[config.mk]
export PLATFORM = sky130hd
export DESIGN_NAME = washer_bank_arbiter
export DESIGN_NICKNAME = d
export VERILOG_FILES = /design/src/rtl/washer_pkg.sv /design/src/rtl/rr_resource_arb.sv /design/src/rtl/washer_bank_arbiter.sv
export SDC_FILE = /design/constraint.sdc
export NUM_CORES = 1
export LEC_CHECK = 0
export BUFFER_PORTS_ARGS = -buffer_cell sky130_fd_sc_hd__buf_4
export CORE_ASPECT_RATIO = 0.6
export CORE_UTILIZATION = 40
export DETAILED_ROUTE_END_ITERATION = 10
export PLACE_DENSITY = 0.67
export SYNTH_ARGS = -nofsm -noshare
export SYNTH_HDL_FRONTEND = slang
export SYNTH_SLANG_ARGS = --single-unit
[constraint.sdc]
create_clock -name clk -period 5.2 [get_ports clk]
set_input_delay 1.04 -clock clk [delete_from_list [all_inputs] [get_ports clk]]
set_output_delay 1.04 -clock clk [all_outputs]
set_load 0.01 [all_outputs]
[src/rtl/washer_pkg.sv]
`default_nettype none
// ============================================================================
// Module      : washer_pkg
// Description : Shared types and default timing for the washer bank. The
//               arbiter FSM state encoding lives here, together with the
//               timing defaults that the washer controller timers also use.
// Revision    : 1.0 - initial release
// ============================================================================
package washer_pkg;

    // Per-resource arbiter state
    typedef enum logic [1:0] {
        ST_IDLE  = 2'd0,
        ST_GRANT = 2'd1,
        ST_GAP   = 2'd2
    } arb_state_t;

    localparam int DEF_N_WASHERS   = 4;
    localparam int DEF_T_FILL_MAX  = 20;
    localparam int DEF_T_DRAIN_MAX = 16;
    localparam int DEF_T_GAP       = 2;

endpackage
`default_nettype wire

[src/rtl/rr_resource_arb.sv]
`default_nettype none
// ============================================================================
// Module      : rr_resource_arb
// Description : Round-robin arbiter for one shared resource (valve or pump).
//               Grants are held at most T_MAX cycles, and a T_GAP-cycle dead
//               time follows every release or timeout.
// Revision    : 1.0 - initial release
// Ports       : clk, rstn     - clock, async active-low reset
//               elig          - per-washer eligible request (level)
//               estop         - synchronous stop, forces IDLE
//               gnt           - registered one-hot/zero grant
//               win_next      - combinational winner about to be granted
//               timeout       - pulse: owner held T_MAX cycles, still asking
//               timeout_idx   - owner index qualifying timeout
// ============================================================================
module rr_resource_arb
    import washer_pkg::*;
#(
    parameter int N     = DEF_N_WASHERS,
    parameter int T_MAX = DEF_T_DRAIN_MAX,
    parameter int T_GAP = DEF_T_GAP
) (
    input  logic                 clk,
    input  logic                 rstn,
    input  logic [N-1:0]         elig,
    input  logic                 estop,
    output logic [N-1:0]         gnt,
    output logic [N-1:0]         win_next,
    output logic                 timeout,
    output logic [$clog2(N)-1:0] timeout_idx
);

    localparam int PW = $clog2(N);
    localparam int HW = $clog2(T_MAX + 1);
    localparam int GW = $clog2(T_GAP + 1);

    localparam logic [HW-1:0] HOLD_LAST = HW'(T_MAX);
    localparam logic [GW-1:0] GAP_LAST  = GW'(T_GAP);
    localparam logic [PW-1:0] PTR_RST   = PW'(N - 1);

    arb_state_t    state;
    logic [HW-1:0] hold_cnt;
    logic [GW-1:0] gap_cnt;
    logic [PW-1:0] ptr;        // last winner; doubles as owner while in GRANT

    logic          arb_en;
    logic          win_found;
    logic [PW-1:0] win_idx;
    logic [PW-1:0] cand;
    logic          owner_req;

    // First eligible index strictly after the pointer, wrapping.
    always_comb begin
        win_found = 1'b0;
        win_idx   = ptr;
        cand      = '0;
        for (int k = 1; k <= N; k++) begin
            cand = PW'((int'(ptr) + k) % N);
            if (!win_found && elig[cand]) begin
                win_found = 1'b1;
                win_idx   = cand;
            end
        end
    end

    // Arbitration happens from IDLE or on the last gap cycle.
    assign arb_en = !estop &&
                    ((state == ST_IDLE) || ((state == ST_GAP) && (gap_cnt == GAP_LAST)));

    always_comb begin
        win_next = '0;
        if (arb_en && win_found) begin
            win_next[win_idx] = 1'b1;
        end
    end

    assign owner_req   = elig[ptr];
    assign timeout     = !estop && (state == ST_GRANT) && owner_req && (hold_cnt == HOLD_LAST);
    assign timeout_idx = ptr;

    always_ff @(posedge clk or negedge rstn) begin
        if (!rstn) begin
            state    <= ST_IDLE;
            gnt      <= '0;
            hold_cnt <= '0;
            gap_cnt  <= '0;
            ptr      <= PTR_RST;
        end else if (estop) begin
            state    <= ST_IDLE;
            gnt      <= '0;
            hold_cnt <= '0;
            gap_cnt  <= '0;
        end else begin
            case (state)
                ST_IDLE: begin
                    if (win_found) begin
                        state    <= ST_GRANT;
                        gnt      <= win_next;
                        ptr      <= win_idx;
                        hold_cnt <= HW'(1);
                    end
                end
                ST_GRANT: begin
                    // hold_cnt counts grant-high cycles including this one
                    if (!owner_req || (hold_cnt == HOLD_LAST)) begin
                        state    <= ST_GAP;
                        gnt      <= '0;
                        hold_cnt <= '0;
                        gap_cnt  <= GW'(1);
                    end else begin
                        hold_cnt <= hold_cnt + HW'(1);
                    end
                end
                ST_GAP: begin
                    if (gap_cnt == GAP_LAST) begin
                        gap_cnt <= '0;
                        if (win_found) begin
                            state    <= ST_GRANT;
                            gnt      <= win_next;
                            ptr      <= win_idx;
                            hold_cnt <= HW'(1);
                        end else begin
                            state <= ST_IDLE;
                        end
                    end else begin
                        gap_cnt <= gap_cnt + GW'(1);
                    end
                end
                default: begin
                    state <= ST_IDLE;
                    gnt   <= '0;
                end
            endcase
        end
    end

endmodule
`default_nettype wire

[src/rtl/washer_bank_arbiter.sv]
`default_nettype none
// ============================================================================
// Module      : washer_bank_arbiter
// Description : Shares one inlet valve and one drain pump across a bank of
//               washers. Drain has priority over fill for the same washer,
//               and a hold timeout latches a per-washer fault that locks the
//               washer out of both resources until cleared.
// Revision    : 1.0 - initial release
// Ports       : clk, rstn            - clock, async active-low reset
//               fill_req, drain_req  - per-washer level requests
//               estop                - synchronous emergency stop
//               fault_clr            - per-washer fault clear pulse
//               fill_gnt, drain_gnt  - registered one-hot/zero grants
//               valve_open, pump_on  - OR of the respective grants
//               fault                - sticky hold-timeout flags
// ============================================================================
module washer_bank_arbiter
    import washer_pkg::*;
#(
    parameter int N_WASHERS   = DEF_N_WASHERS,
    parameter int T_FILL_MAX  = DEF_T_FILL_MAX,
    parameter int T_DRAIN_MAX = DEF_T_DRAIN_MAX,
    parameter int T_GAP       = DEF_T_GAP
) (
    input  logic                 clk,
    input  logic                 rstn,
    input  logic [N_WASHERS-1:0] fill_req,
    input  logic [N_WASHERS-1:0] drain_req,
    input  logic                 estop,
    input  logic [N_WASHERS-1:0] fault_clr,
    output logic [N_WASHERS-1:0] fill_gnt,
    output logic [N_WASHERS-1:0] drain_gnt,
    output logic                 valve_open,
    output logic                 pump_on,
    output logic [N_WASHERS-1:0] fault
);

    localparam int PW = $clog2(N_WASHERS);

    logic [N_WASHERS-1:0] drain_elig;
    logic [N_WASHERS-1:0] fill_elig;
    logic [N_WASHERS-1:0] drain_win_next;
    logic [N_WASHERS-1:0] fill_win_next;
    logic                 drain_to;
    logic                 fill_to;
    logic [PW-1:0]        drain_to_idx;
    logic [PW-1:0]        fill_to_idx;
    logic [N_WASHERS-1:0] fault_set;

    // A washer being handed the pump this cycle, or already pumping, may not
    // win the valve, so no washer ever holds both grants.
    assign drain_elig = drain_req & ~fault;
    assign fill_elig  = fill_req & ~fault & ~drain_gnt & ~drain_win_next;

    rr_resource_arb #(
        .N     (N_WASHERS),
        .T_MAX (T_DRAIN_MAX),
        .T_GAP (T_GAP)
    ) u_drain_arb (
        .clk         (clk),
        .rstn        (rstn),
        .elig        (drain_elig),
        .estop       (estop),
        .gnt         (drain_gnt),
        .win_next    (drain_win_next),
        .timeout     (drain_to),
        .timeout_idx (drain_to_idx)
    );

    rr_resource_arb #(
        .N     (N_WASHERS),
        .T_MAX (T_FILL_MAX),
        .T_GAP (T_GAP)
    ) u_fill_arb (
        .clk         (clk),
        .rstn        (rstn),
        .elig        (fill_elig),
        .estop       (estop),
        .gnt         (fill_gnt),
        .win_next    (fill_win_next),
        .timeout     (fill_to),
        .timeout_idx (fill_to_idx)
    );

    always_comb begin
        fault_set = '0;
        if (drain_to) begin
            fault_set[drain_to_idx] = 1'b1;
        end
        if (fill_to) begin
            fault_set[fill_to_idx] = 1'b1;
        end
    end

    // Set wins over a simultaneous clear.
    always_ff @(posedge clk or negedge rstn) begin
        if (!rstn) begin
            fault <= '0;
        end else begin
            fault <= (fault & ~fault_clr) | fault_set;
        end
    end

    assign valve_open = |fill_gnt;
    assign pump_on    = |drain_gnt;

endmodule
`default_nettype wire
Yosys cells after proc, flatten, opt, wreduce, memory -nomap -nowiden
Index checks and enable logic that the tools add are counted.
Operators by class
  muxes and demuxes: 94
  reductions and logical operators: 55
  $add $sub $neg: 12
  order comparisons: 16
  equal/unequal tests: 16
  bitwise logic cells: 12
Operators with widths (number)
  2-bit two-way mux: 26
  4-bit two-way mux: 12
  5-bit two-way mux: 8
  2-bit by 3-bit less-than comparator with 1-bit output (second input constant): 12
  5-bit one-hot mux with 3 select lines: 2
  1-bit two-way mux: 24
  4-bit one-hot mux with 3 select lines: 2
  1-bit logical AND: 22
  4-bit AND: 5
  1-bit binary-select mux with 2-bit select: 10
  4-bit NOT: 4
  2-bit one-hot mux with 2 select lines: 4
  2-bit by 1-bit adder with 2-bit output (second input constant): 6
  3-bit inequality test (second input constant): 4
  2-bit one-hot mux with 3 select lines: 2
  2-bit AND reduction: 6
  3-bit AND reduction: 4
  5-bit by 1-bit adder with 5-bit output (second input constant): 2
  5-bit equality test (second input constant): 2
  1-bit logical NOT: 9
  2-bit adder (second input constant): 4
  1-bit demux with 2-bit select: 4
  2-bit equality test (second input constant): 4
  2-bit by 1-bit >= comparator with 1-bit output (second input constant): 4
  11 further kinds: 23
Word-level totals
  output and inout port bits: 14
  bits in registers: 34
  logic and storage cells: 216
  input port bits: 15

Logic depth before layout (Yosys ltp)
  word-level depth: 42
  depth in mapped cells: 13
  mapped depth without buffers: 11

Modules after synthesis
Synthesis repeated with hierarchy kept, for this count alone.
Second synthesis, totals
  cells, all modules: 262
  area total of the unflattened synthesis: 2556.2 um2
Modules (own cells, without submodules)
  rr_resource_arb at u_drain_arb: seq. area each 377.9 um2, area an instance 1173.6 um2, instances 1, cells an instance 121
  rr_resource_arb at u_fill_arb: seq. area each 377.9 um2, area an instance 1111.1 um2, instances 1, cells an instance 111
  washer_bank_arbiter: seq. area each 100.1 um2, area an instance 271.5 um2, instances 1, cells an instance 30

Worst setup path after synthesis
Ideal clock, no wire load.
  kind: input to register
  start point: input port drain_req[1]
  end point: register u_fill_arb.gnt[1]
  setup slack: 1.614 ns
  setup time: 0.121 ns
  path buffers: 0
  data arrival time: 3.465 ns
  cell stages on the path: 9
  cell sequence: nor2b_1 -> mux4_2 -> a21boi_1 -> or3_4 -> o21ba_1 -> mux4_2 -> nand2_4 -> o31ai_2 -> a22o_1
Between the ends
  longest elaborated chain between the ends: 41
Ends and longest elaborated chain
  from (decl): RTL line washer_bank_arbiter.sv:28  | input logic [N_WASHERS-1:0] drain_req,
  4-bit AND *: RTL line washer_bank_arbiter.sv:52  | assign drain_elig = drain_req & ~fault;
  1-bit binary-select mux with 2-bit select: RTL line rr_resource_arb.sv:59  | if (!win_found && elig[cand]) begin
  1-bit two-way mux (implied by the code): RTL line rr_resource_arb.sv:59
  1-bit two-way mux: RTL line rr_resource_arb.sv:59
  1-bit logical NOT: RTL line rr_resource_arb.sv:59
  1-bit logical AND: RTL line rr_resource_arb.sv:59
  1-bit two-way mux: RTL line rr_resource_arb.sv:59
  1-bit logical NOT: RTL line rr_resource_arb.sv:59
  (+25 left out)
  1-bit logical AND (implied by the code): RTL line rr_resource_arb.sv:73  | win_next[win_idx] = 1'b1;
  1-bit two-way mux (implied by the code): RTL line rr_resource_arb.sv:73
  1-bit demux with 2-bit select
  4-bit two-way mux: RTL line rr_resource_arb.sv:72  | if (arb_en && win_found) begin
  4-bit two-way mux: RTL line rr_resource_arb.sv:96, rr_resource_arb.sv:117
  4-bit two-way mux: RTL line rr_resource_arb.sv:115  | if (gap_cnt == GAP_LAST) begin
  4-bit one-hot mux with 3 select lines: RTL line rr_resource_arb.sv:94  | case (state)
  4-bit two-way mux: RTL line rr_resource_arb.sv:88  | end else if (estop) begin
  to (signal assigned): RTL line rr_resource_arb.sv:98  | gnt <= win_next;
  to (signal assigned): RTL line rr_resource_arb.sv:119  | gnt <= win_next;
  to (decl): RTL line rr_resource_arb.sv:27  | output logic [N-1:0] gnt,
Every way passes the cells marked *; elsewhere a longest branch is shown, timed or not. The select of a mux whose other input is x is not followed.
A chain may end at the register's enable or synchronous reset.

Worst setup path after layout
  start point: register u_drain_arb.ptr[0] (netlist: u_drain_arb.timeout_idx[0])
  end point: register u_fill_arb.gnt[1]
Between the ends
  longest elaborated chain between the ends: 41
Ends and longest elaborated chain
  from (decl): RTL line rr_resource_arb.sv:44  | logic [PW-1:0] ptr;
  from (signal assigned): RTL line rr_resource_arb.sv:99  | ptr <= win_idx;
  from (signal assigned): RTL line rr_resource_arb.sv:120  | ptr <= win_idx;
  2-bit by 1-bit adder with 2-bit output: RTL line rr_resource_arb.sv:58  | cand = PW'((int'(ptr) + k) % N);
  1-bit binary-select mux with 2-bit select: RTL line rr_resource_arb.sv:59
  1-bit two-way mux (implied by the code): RTL line rr_resource_arb.sv:59
  1-bit two-way mux: RTL line rr_resource_arb.sv:59
  1-bit logical NOT: RTL line rr_resource_arb.sv:59
  1-bit logical AND: RTL line rr_resource_arb.sv:59
  1-bit two-way mux: RTL line rr_resource_arb.sv:59
  1-bit logical NOT: RTL line rr_resource_arb.sv:59
  (+25 left out)
  1-bit logical AND (implied by the code): RTL line rr_resource_arb.sv:73
  1-bit two-way mux (implied by the code): RTL line rr_resource_arb.sv:73
  1-bit demux with 2-bit select
  4-bit two-way mux: RTL line rr_resource_arb.sv:72
  4-bit two-way mux: RTL line rr_resource_arb.sv:96, rr_resource_arb.sv:117
  4-bit two-way mux: RTL line rr_resource_arb.sv:115
  4-bit one-hot mux with 3 select lines: RTL line rr_resource_arb.sv:94
  4-bit two-way mux: RTL line rr_resource_arb.sv:88
Marks and branches as above.

==> impl_metrics.env <==
export IMPL_status="finished, final reports clean"
export IMPL_critPathRequiredTime_ns=5.38
export IMPL_routed_wl_um=6420
export IMPL_post_synth_top_area_cell="dfrtp_1"
export IMPL_skew_ns=0.00498
export IMPL_grt_pass1_vias=2212
export IMPL_rrSetupSlack_ns=1.49
export IMPL_die_height_um=63.7
export IMPL_hold_viol_final=0
export IMPL_row_count=22
export IMPL_synthFlopType="dfrtp_1"
export IMPL_setup_ws_ns=1.49
export IMPL_initial_utilization=0.415
export IMPL_setup_violations=0
export IMPL_critPathLaunch="u_drain_arb.timeout_idx[0]$_DFFE_PN1P_"
export IMPL_synth_simple_area_share=0.281
export IMPL_fmax_mhz=269
export IMPL_cts_root_buf="clkbuf_8"
export IMPL_yosysMostFrequentCell="dfrtp_1"
export IMPL_cap_violations=0
export IMPL_dp_hpwl_um=4690
export IMPL_io_pins=29
export IMPL_routabilityCongestion=0.988
export IMPL_postCtsSetupRepairBufs=0
export IMPL_synth_area_um2=2540
export IMPL_post_place_ws_ns=1.27
export IMPL_yosys_top_cells_count="dfrtp_1 (30), nand2_1 (27), nor2_1 (22)"
export IMPL_synth_area_top_cells="dfrtp_1 (30%), ha_1 (5.9%), dfstp_2 (4.1%), nand2_1 (4.0%), a21oi_1 (3.9%)"
export IMPL_vias=2351
export IMPL_diodes=0
export IMPL_final_period_utilization=0.714
export IMPL_tightest_slew_ns=0.573
export IMPL_fin_crit_ns=3.71
export IMPL_syn_num_nets=322
export IMPL_cts_hold_buf=0
export IMPL_grt_overflow=0
export IMPL_synth_cell_types=65
export IMPL_clk_pin_slew_ns=0.07
export IMPL_synth_top_area_frac=0.296
export IMPL_ys_seq_elements=34
export IMPL_grt_pass1_wl_um=11200
export IMPL_cp_start_kind="flop"
export IMPL_drive_gt1_frac=0.181
export IMPL_synth_edff_count=0
export IMPL_antenna_found_initial=0
export IMPL_fin_setup_tns_ns=0
export IMPL_r2r_end="u_fill_arb.gnt[1]$_DFFE_PN0P_"
export IMPL_synth_compound_area_share=0.242
export IMPL_die_w_um=105
export IMPL_critPathMaxFanout=17
export IMPL_synth_xor_area_frac=0.0104
export IMPL_syn_inst=295
export IMPL_slew_viol_final=0
export IMPL_coreArea_um2=6110
export IMPL_die_area_um2=6680
export IMPL_cts_buffer_depth=2
export IMPL_seq_area_frac_synth=0.337
export IMPL_clk_latency_ns=0.29
export IMPL_syn_to_final_growth_pct=14.5
export IMPL_drtIter0Drc=134
export IMPL_endpoint="u_fill_arb.gnt[1]$_DFFE_PN0P_"
export IMPL_synthArstFlopShare=1.00
export IMPL_cts_buffers=5
export IMPL_r2r_start="u_drain_arb.timeout_idx[0]$_DFFE_PN1P_"
export IMPL_ys_warn_count=0
export IMPL_synth_top_family_by_area="simple AND/OR/NAND/NOR gates"
export IMPL_avgViaCountPerCell=5.80
export IMPL_nets=347
export IMPL_place_area_um2=2820
export IMPL_stdcell_area_um2=2910
export IMPL_p_total_mw=1.60
export IMPL_reg2reg_depth=11
export IMPL_hold_class="reg2reg"
export IMPL_hold_ws_ns=0.529
export IMPL_grt_max_degree=35
export IMPL_cts_htree_levels=2
export IMPL_slew_headroom=0.614
export IMPL_wl_per_cell_um=15.9
export IMPL_cp_arrival_ns=3.89
export IMPL_firstDrtPassIters=4
export IMPL_worstSetupEndpointType="flop"
export IMPL_path_class="reg2reg"
export IMPL_powerDensity_nw_per_um2=551
export IMPL_synth_mux_area_frac=0.0375
export IMPL_tritoncts="yes"
export IMPL_drc=0
export IMPL_yosys_area_share_adder=0.0592
export IMPL_leakagePower_nw=1.27
export IMPL_ant_nets=0
export IMPL_buffer_ports_inserted=28
export IMPL_cts_resized=0
export IMPL_cts_sinks=34
export IMPL_peakVddDrop_uv=256
export IMPL_grtUsageTotal=0.212
export IMPL_avgSynthCellArea_um2=8.60
export IMPL_grt_setup_unrepaired="false"
-- worst max-delay path: stages (launching register included) --
cell	delay, ns
dfstp_2	0.72
inv_2	0.18
ha_1	0.46
and4b_1	0.29
a31oi_1	0.16
nand4_1	0.12
a211o_1	0.37
o21a_1	0.26
mux4_2	0.55
nand2_4	0.14
o31ai_2	0.11
a22o_1	0.24
-- cell type report --
| class | count | area, um2 |
|---|---|---|
| fill | 623 | 3200 |
| multi-input combinational | 239 | 1600 |
| sequential | 34 | 856 |
| timing repair buffer | 28 | 210 |
| tap | 84 | 105 |
| clock buffer | 7 | 86.3 |
| inverter | 12 | 45.0 |
| clock inverter | 1 | 5.00 |
-- metal layers --
metal,vias to the layer above,GRT usage,wire [um]
li1,1149,-,-
met1,1118,0.327,3360
met2,79,0.284,2510
met3,5,0.0590,511
met4,0,0.0475,49
met5,-,0,0
-- worst min path at each step --
stage,startpoint,end,slack [ns],depth (start not counted)
detailed placement,u_fill_arb.gnt[3]$_DFFE_PN0P_,u_fill_arb.gnt[3]$_DFFE_PN0P_,0.51,1
CTS,u_fill_arb.timeout_idx[1]$_DFFE_PN1P_,u_fill_arb.timeout_idx[1]$_DFFE_PN1P_,0.53,2
floorplan,u_drain_arb.timeout_idx[1]$_DFFE_PN1P_,u_drain_arb.timeout_idx[1]$_DFFE_PN1P_,0.49,2
finish,u_fill_arb.gnt[3]$_DFFE_PN0P_,u_fill_arb.gnt[3]$_DFFE_PN0P_,0.53,1
global placement,u_fill_arb.gnt[2]$_DFFE_PN0P_,u_fill_arb.gnt[2]$_DFFE_PN0P_,0.52,1
global route,u_drain_arb.timeout_idx[1]$_DFFE_PN1P_,u_drain_arb.timeout_idx[1]$_DFFE_PN1P_,0.56,2
-- layout by cell type (no fill, tap or decap), drive strengths merged, types with 4 or more instances in the layout --
cell type / netlist / routed
a211oi: 5 / 5
a21o: 4 / 4
a21oi: 21 / 21
a31oi: 4 / 4
buf: 1 / 28
clkbuf: 9 / 7
dfrtp: 30 / 30
dfstp: 4 / 4
ha: 12 / 12
inv: 11 / 11
mux2i: 5 / 5
nand2: 28 / 28
nand2b: 11 / 11
nand3: 13 / 13
nor2: 22 / 22
nor2b: 12 / 12
nor3: 8 / 8
o21a: 4 / 4
o21ai: 18 / 18
o22ai: 4 / 4
or3: 5 / 5
or3b: 5 / 5
-- per-stage QoR --
stage | std cells | util
after CTS | 405 | 0.476
after detailed placement | 397 | 0.461
after global routing | 405 | 0.476
final | 405 | 0.476
after floorplan | 295 | -
after global placement | 397 | 0.461
-- logic make-up after synthesis --
family,count (synthesis)
and+or+nand+nor,127
AOI/OAI and AO/OA,90
DFF,34
buffers and inverters,22
adders and majority gates,12
muxes,7
xor gates and xnor gates,3
-- power breakdown --
group          switching (mW)  total [mW]  internal (mW)  leakage, nW
Clock                   0.102       0.209          0.107       0.0482
Sequential              0.129       0.479          0.350        0.450
Combinational           0.528       0.912          0.384        0.774
Total                   0.759        1.60          0.841         1.27
-- registers in the layout, indices dropped and copies added, names as in the netlist --
name and count:
u_drain_arb.hold_cnt 5, u_fill_arb.hold_cnt 5, fault 4, u_drain_arb.gnt 4
u_fill_arb.gnt 4, u_drain_arb.gap_cnt 2, u_drain_arb.state 2, u_drain_arb.timeout_idx 2
u_fill_arb.gap_cnt 2, u_fill_arb.state 2, u_fill_arb.timeout_idx 2
Power figures use the tool's default switching activity.
